**config.mk**
```make
export PLATFORM = sky130hd
export DESIGN_NAME = round_ctrl
export DESIGN_NICKNAME = d
export VERILOG_FILES = /design/src/rtl/tow_pkg.sv /design/src/rtl/push_sync.sv /design/src/rtl/round_ctrl.sv
export SDC_FILE = /design/constraint.sdc
export NUM_CORES = 1
export LEC_CHECK = 0
export ABC_AREA = 1
export BUFFER_PORTS_ARGS = -buffer_cell sky130_fd_sc_hd__buf_4
export CORE_MARGIN = 1
export CORE_UTILIZATION = 45
export DETAILED_ROUTE_END_ITERATION = 8
export SLEW_MARGIN = 20
export SYNTH_ARGS = -nofsm -noshare
export SYNTH_HDL_FRONTEND = slang
export SYNTH_SLANG_ARGS = --single-unit
```
**constraint.sdc**
```tcl
create_clock -name clk -period 2 [get_ports clk]
set_input_delay 0 -clock clk [delete_from_list [all_inputs] [get_ports clk]]
set_output_delay 0 -clock clk [all_outputs]
set_load 0.05 [all_outputs]
```
**src/rtl/tow_pkg.sv**
```systemverilog
// Shared tug-of-war definitions: round FSM states and the scorer's terminal patterns.
// Latency: n/a (types and constants only).
// Backpressure: n/a.
package tow_pkg;

   typedef enum logic [2:0] {
      ST_RELEASE  = 3'd0,
      ST_ARM      = 3'd1,
      ST_LIT      = 3'd2,
      ST_FIRE     = 3'd3,
      ST_HOLD     = 3'd4,
      ST_GAMEOVER = 3'd5
   } state_t;

   // Score word is [L3 L2 L1 N R1 R2 R3]
   localparam logic [6:0] SCORE_WL  = 7'b1110000;
   localparam logic [6:0] SCORE_WR  = 7'b0000111;
   localparam logic [6:0] SCORE_ERR = 7'b1010101;

   // True when the score word ends the game (either player won, or the scorer flagged an error)
   function automatic logic is_final(input logic [6:0] s);
      return (s == SCORE_WL) || (s == SCORE_WR) || (s == SCORE_ERR);
   endfunction

endpackage

```
**src/rtl/push_sync.sv**
```systemverilog
// Push button synchronizer (2 flops) plus rising-edge detector on the synchronized level.
// Latency: level valid 2 cycles after the pin is sampled; rise pulses for one cycle in that same cycle.
// Backpressure: none; samples the pin every cycle, a held button yields a single rise.
module push_sync (
   input  logic clk,
   input  logic rst,
   input  logic pb,
   output logic sync,
   output logic rise
);

   logic s1, s2, s3;

   // Metastability chain plus one extra stage to remember the previous level
   always_ff @(posedge clk) begin
      if (rst) begin
         s1 <= 1'b0;
         s2 <= 1'b0;
         s3 <= 1'b0;
      end else begin
         s1 <= pb;
         s2 <= s1;
         s3 <= s2;
      end
   end

   assign sync = s2;
   assign rise = s2 & ~s3;

endmodule

```
**src/rtl/round_ctrl.sv**
```systemverilog
// Tug-of-war round controller: release wait, random lights-off delay, push arbitration, hold, game over.
// Latency: pin sampled high at edge k gives the winrnd pulse in the cycle after edge k+3.
// Backpressure: none; the scorer must accept winrnd whenever it pulses, score is read only at the end of HOLD.
module round_ctrl
   import tow_pkg::*;
#(
   parameter logic [15:0] DELAY_MIN   = 16'd5000,
   parameter int          DELAY_W     = 12,
   parameter logic [15:0] HOLD_CYCLES = 16'd20000,
   parameter logic [15:0] LFSR_SEED   = 16'hACE1
) (
   input  logic       clk,
   input  logic       rst,
   input  logic       pb_l,
   input  logic       pb_r,
   input  logic [6:0] score,
   output logic       leds_on,
   output logic       winrnd,
   output logic       right,
   output logic       tie,
   output logic       game_over
);

   logic        s2_l, s2_r, e_l, e_r;
   logic [15:0] lfsr;
   state_t      state, state_nx;
   logic [16:0] cnt, cnt_nx;
   logic        el_q, er_q, lit_q;
   logic        el_nx, er_nx, lit_nx;
   logic        leds_nx, winrnd_nx, right_nx, tie_nx, go_nx;
   logic [16:0] arm_delay, cnt_dec;
   logic        cnt_last;

   push_sync u_sync_l (.clk(clk), .rst(rst), .pb(pb_l), .sync(s2_l), .rise(e_l));
   push_sync u_sync_r (.clk(clk), .rst(rst), .pb(pb_r), .sync(s2_r), .rise(e_r));

   // Free-running Fibonacci LFSR, taps 16,14,13,11
   always_ff @(posedge clk) begin
      if (rst) lfsr <= LFSR_SEED;
      else     lfsr <= {lfsr[14:0], lfsr[15] ^ lfsr[13] ^ lfsr[12] ^ lfsr[10]};
   end

   assign arm_delay = {1'b0, DELAY_MIN} + 17'(lfsr[DELAY_W-1:0]);
   assign cnt_dec   = (cnt != 17'd0) ? cnt - 17'd1 : 17'd0;
   // Leaving on the count-to-1 cycle makes the dwell exactly the loaded value
   assign cnt_last  = (cnt <= 17'd1);

   // Next state, counter loads and push latches; output values derived from them
   always_comb begin
      state_nx = state;
      cnt_nx   = cnt;
      el_nx    = el_q;
      er_nx    = er_q;
      lit_nx   = lit_q;
      case (state)
         ST_RELEASE: begin
            if (!s2_l && !s2_r) begin
               state_nx = ST_ARM;
               cnt_nx   = arm_delay;
            end
         end
         ST_ARM: begin
            cnt_nx = cnt_dec;
            // A push wins over the delay expiring in the same cycle: it is a jump
            if (e_l || e_r) begin
               state_nx = ST_FIRE;
               el_nx    = e_l;
               er_nx    = e_r;
               lit_nx   = 1'b0;
            end else if (cnt_last) begin
               state_nx = ST_LIT;
            end
         end
         ST_LIT: begin
            if (e_l || e_r) begin
               state_nx = ST_FIRE;
               el_nx    = e_l;
               er_nx    = e_r;
               lit_nx   = 1'b1;
            end
         end
         ST_FIRE: begin
            state_nx = ST_HOLD;
            cnt_nx   = {1'b0, HOLD_CYCLES};
         end
         ST_HOLD: begin
            cnt_nx = cnt_dec;
            if (cnt_last) state_nx = is_final(score) ? ST_GAMEOVER : ST_RELEASE;
         end
         ST_GAMEOVER: state_nx = ST_GAMEOVER;
         default:     state_nx = ST_RELEASE;
      endcase

      winrnd_nx = (state == ST_FIRE);
      right_nx  = (state == ST_FIRE) & er_q & ~el_q;
      tie_nx    = (state == ST_FIRE) & er_q & el_q;
      // Lights stay as they were at detection until the winrnd cycle has been shown
      leds_nx   = (state_nx == ST_LIT) | ((state_nx == ST_FIRE) & lit_nx) | ((state == ST_FIRE) & lit_q);
      go_nx     = (state_nx == ST_GAMEOVER);
   end

   // State register, shared counter, push latches and registered outputs
   always_ff @(posedge clk) begin
      if (rst) begin
         state     <= ST_RELEASE;
         cnt       <= '0;
         el_q      <= 1'b0;
         er_q      <= 1'b0;
         lit_q     <= 1'b0;
         leds_on   <= 1'b0;
         winrnd    <= 1'b0;
         right     <= 1'b0;
         tie       <= 1'b0;
         game_over <= 1'b0;
      end else begin
         state     <= state_nx;
         cnt       <= cnt_nx;
         el_q      <= el_nx;
         er_q      <= er_nx;
         lit_q     <= lit_nx;
         leds_on   <= leds_nx;
         winrnd    <= winrnd_nx;
         right     <= right_nx;
         tie       <= tie_nx;
         game_over <= go_nx;
      end
   end

endmodule

```
== Word level (Yosys, flattened, before mapping) ==
Index checks and enable logic that the tools add are counted.
Operators by class
  magnitude comparators: 1
  muxes and demuxes: 13
  add/subtract/negate cells: 2
  bitwise operators: 15
  equal/unequal tests: 12
  reduce and logical (&&, ||, !) cells: 13
Operator list (number)
  17-bit case mux with 3 select lines: 1
  17-bit two-way mux: 2
  3-bit two-way mux: 6
  3-bit case mux with 6 select lines: 1
  17-bit by 1-bit less-or-equal comparator with 1-bit output, second input constant: 1
  17-bit nonzero test: 1
  17-bit by 1-bit subtractor with 17-bit output, second input constant: 1
  13-bit by 12-bit adder with 14-bit output, first input constant: 1
  7-bit equality test, second input constant: 2
  3-bit by 2-bit equality test with 1-bit output, second input constant: 4
  3-bit equality test, second input constant: 3
  1-bit bitwise AND: 7
  7-bit by 3-bit equality test with 1-bit output, second input constant: 1
  2-bit AND reduction: 2
  2-bit OR reduction: 2
  3-bit by 1-bit equality test with 1-bit output, second input constant: 1
  3-bit zero test: 1
  1-bit logical OR: 3
  1-bit inverter: 3
  3-bit nonzero test: 1
  1-bit XOR: 3
  1-bit zero test: 2
  1-bit two-way mux: 2
  2-bit inequality test, second input constant: 1
  3 further kinds: 4
Word-level totals
  word-level logic and storage cells: 73
  output and inout port bits: 5
  register bits: 50

== Logic depth before layout (Yosys ltp) ==
  word-level depth: 10
  gate-level depth with buffers: 12
  mapped depth without buffers: 12

== Cells and area by module ==
A second synthesis with hierarchy kept.
Second synthesis, totals
  cell total of the unflattened synthesis: 350
  area total of the unflattened synthesis: 2542.4 um^2
By module, submodules not included
  round_ctrl: sequential area each 880.8 um^2, area an instance 2369.8 um^2, instances 1, cells each 330
  push_sync: sequential area each 60.1 um^2, area an instance 86.3 um^2, instances 2, cells each 10

== Least setup slack after synthesis ==
No wires, ideal clock.
  kind: reg2reg
  start point: register cnt[0]
  end point: register cnt[14]
  arrival: 1.309 ns
  slack: 0.581 ns
  cell stages (with the launch flop): 12
  required time: 1.890 ns
  cell sequence: dfxtp_1 > inv_1 > ha_1 > nand2_1 > nor2_4 > nand2_1 > nor2_1 > nand2_1 > nand3_1 > nand3_1 > nand2_1 > inv_1
Between the ends
  word-level cells in the longest chain between the ends: 3
RTL lines
  start, declared: RTL line round_ctrl.sv:27  | logic [16:0] cnt, cnt_nx;
  start signal, assigned: RTL line round_ctrl.sv:117  | cnt <= cnt_nx;
  17-bit by 1-bit subtractor with 17-bit output / 17-bit nonzero test (equally long branches): RTL line round_ctrl.sv:44  | assign cnt_dec = (cnt != 17'd0) ? cnt - 17'd1 : 17'd0;
  17-bit two-way mux *: RTL line round_ctrl.sv:44
  17-bit case mux with 3 select lines *: RTL line round_ctrl.sv:55  | case (state)
Every way passes the cells marked *; elsewhere a longest branch is shown, timed or not.
A chain may end at the register's enable or synchronous reset.

== Final worst setup path ==
  start point: register state[0]
  end point: register cnt[11]
Between the ends
  word-level cells in the longest chain between the ends: 4
RTL lines
  start, declared: RTL line round_ctrl.sv:26  | state_t state, state_nx;
  start signal, assigned: RTL line round_ctrl.sv:116  | state <= state_nx;
  3-bit equality test / 3-bit by 1-bit equality test with 1-bit output (equally long branches): RTL line round_ctrl.sv:55
  2-bit OR reduction (no source line)
  3-bit nonzero test (no source line)
  2-bit AND reduction (no source line)
Several ways; a longest one is shown, not always the timed one.

==> out/qor.yml <==
path_cells: "inv_2 > nand3_1 > nor2_1 > nand2_2 > nand2_4 > inv_2 > nor2_2 > o21ai_0 > nor2_1 > nor2_1"
antenna_cells: 0
p_int_mw: 2.056
grt_max_degree: 27
crit_path_end_kind: "flop"
combPwrFrac: 0.419
min_path_cells: 2
synth_edf_count: 0
postPlaceCellArea_um2: 2653
p_sw_frac: 0.4161
register_area_um2: 1001
grt_pass1_vias: 2049
via_count: 2160
die_area_um2: 5832
fp-row-count: 26
grt_first_pass_wirelength_um: 9190
worst_slew_pin_slew_ps: 655.6
synth_async_sr_flop_share: 0
hpwl_um: 3855
place_inst: 436
synth_area_leaders: "dfxtp_1 40%, nand2_1 10%, nor2_1 8.3%"
cp-start-kind: "flop"
clkPwrFrac: 0.208
num_io_pins: 16
min-delay-path-class: "input pin to flop"
r2r-start: "state[0]"
ys_types: 29
h-tree-depth: 2
top_regs: "cnt x17, lfsr x16, state x3"
rsz0062_at_grt: "false"
clk_latency_ps: 300
synth_seq_cells: 50
core_um2: 5205
critPathRequiredTime_ps: 2200
final_cell_area_um2: 2794
max_freq_mhz: 582.1
layout-drive-gt1-share: 0.1463
top_register: "cnt"
dr.first_iter.drc_count: 146
antenna_found_initial: 0
clockBufferDepth: 2
cts_setup_buffers: 0
postSynthCellCount: 358
final_common_cell: "nand2_1"
crit_top_cell: "nor2_1"
ys.flop_type: "dfxtp_1"
n_fill_cell: 543
syn_area_per_cell_um2: 6.952
largest_reg_flops: 17
setup_violations: 0
critical_path_peak_fanout: 22
drv_cap: 0
synth_xor_area_frac: 0.02815
min_from: "rst"
drc_errors: 0
finalHoldViolations: 0
cts_tree: "built"
synth_compound_area_frac: 0.1337
r2r_setup_slack_ps: 280
finalClockSkew_ps: 7.840
synth-simple-area-share: 0.3167
chipWidth_um: 76.37
netlist.area_leader.share: 0.4022
synth_top_family_by_area: "simple AND/OR/NAND/NOR gates"
wl_per_cell_um: 11.71
grt_usage: 0.1962
fin_crit_sh: 0.8589
critPathKind: "flop to flop"
clock_sinks: 50
max_stage_delay_ps: 340
tns_ps: 0
critical-path-slowest-cell: "dfxtp_1"
ff2ff_path_depth: 10
power_density_nw_per_um2: 1260
pwr-share-seq: 0.373
cts_made_buffers: 5
slew_viol_final: 0
layout.cells.non_filler: 446
wl_um: 5221
yosysTopAreaCell: "dfxtp_1"
synthMuxAreaShare: 0
area_growth_pct: 12.27
holdPathEnd: "lfsr[1]"
multi_input_area_um2: 1246
ys_seq_area_frac: 0.4022
arrival_ps: 1920
dieHeight_um: 76.37
leakagePower_nw: 1.297
globalRoute.totalOverflow: 0
initial_core_util: 0.4781
synth-adder-area-share: 0.02011
period_minus_slack_ps: 1718
slew_headroom: 0.5624
synth_nets: 373
ant_nets: 0
p_switching_mw: 1.465
gp_congestion: 0.8151
layout_common_cells: "67 x nand2_1, 55 x nor2_1, 50 x dfxtp_1"
drt-pass1-iter-count: 4
nets: 390
path_clk_slew_ps: 100
outcome: "finished, final reports clean"
cts_root_buf: "clkbuf_8"
ys.warnings.count: 0
netlist_area_um2: 2489
via_per_inst: 4.843
ir_drop_uv: 575.8
timing.rr.end: "cnt[11]"
portBuffers: 15
postLayoutCoreUtil: 0.5368
-- cell usage after synthesis, types with 5 or more instances --
cell	instances
a21oi_1	19
a31oi_1	6
clkbuf_1	5
dfxtp_1	50
inv_1	45
inv_2	7
nand2_1	67
nand2_2	5
nand3_1	24
nor2_1	55
nor2_4	6
o21ai_0	28
or2_2	6
-- worst max-delay path: cells and delay by family (launching register included) --
family                 cells  cell delay [ps]
AO/OA/AOI/OAI              1              140
buffers and inverters      2              210
flip-flops                 1              340
AND/OR/NAND/NOR            7              920
-- power by group through the flow --
stage	Sequential, mW	Combinational [mW]	Clock, mW
after floorplan	1.31	1.17	0
after CTS	1.31	1.46	0.759
after global placement	1.33	1.43	0
final	1.31	1.48	0.733
after global routing	1.34	1.67	0.798
after detailed placement	1.33	1.44	0
-- repair_timing --
item                                   4_1_cts  5_1_grt
setup endpoints to repair                    0        4
endpoints found under the hold margin        2        0
resized for setup                            0        1
hold buffers                                 2        0
-- per-stage QoR --
stage	setup slack (ps)	hold WS, ps	power [mW]
5_1_grt	108.9	41.42	3.808
4_1_cts	155.4	35.14	3.528
2_1_floorplan	581.3	107.0	2.478
3_5_place_dp	177.5	217.0	2.772
3_3_place_gp	264.6	203.3	2.765
6_report	282.1	39.55	3.521
-- final cells by class --
type                            instances  share of cell area
Sequential cell                        50              0.3583
Clock buffer                            5             0.02463
Tap cell                               70             0.03135
Clock inverter                          3             0.01702
Multi-Input combinational cell        247              0.4460
Inverter                               52             0.06986
Timing Repair Buffer                   19             0.05284
-- worst max-delay path by stage --
stage / startpoint / to / slack [ps] / cells past startpoint
detailed placement: state[0] / cnt[11] / 180 / 10
global route: state[1] / cnt[11] / 110 / 12
CTS: state[0] / cnt[11] / 160 / 10
finish: state[0] / cnt[11] / 280 / 10
global placement: state[1] / cnt[11] / 260 / 9
floorplan: cnt[0] / cnt[14] / 580 / 11
-- routing by layer --
metal  wire length (um)  global-route usage  vias to the layer above  share of wire
li1                   -                   -                     1161              -
met1               2723              0.2714                      954           0.52
met2               2278              0.3099                       40           0.44
met3                161             0.03593                        5          0.031
met4                 57             0.05769                        0          0.011
met5                  0                   0                        -              0
-- cells by family after synthesis --
kind of cell               Yosys count
DFF                                 50
buffers and inverters               61
xor gates and xnor gates             8
adders and majority gates            4
AOI/OAI and AO/OA                   60
and+or+nand+nor                    175
Power figures use the tool's default switching activity.
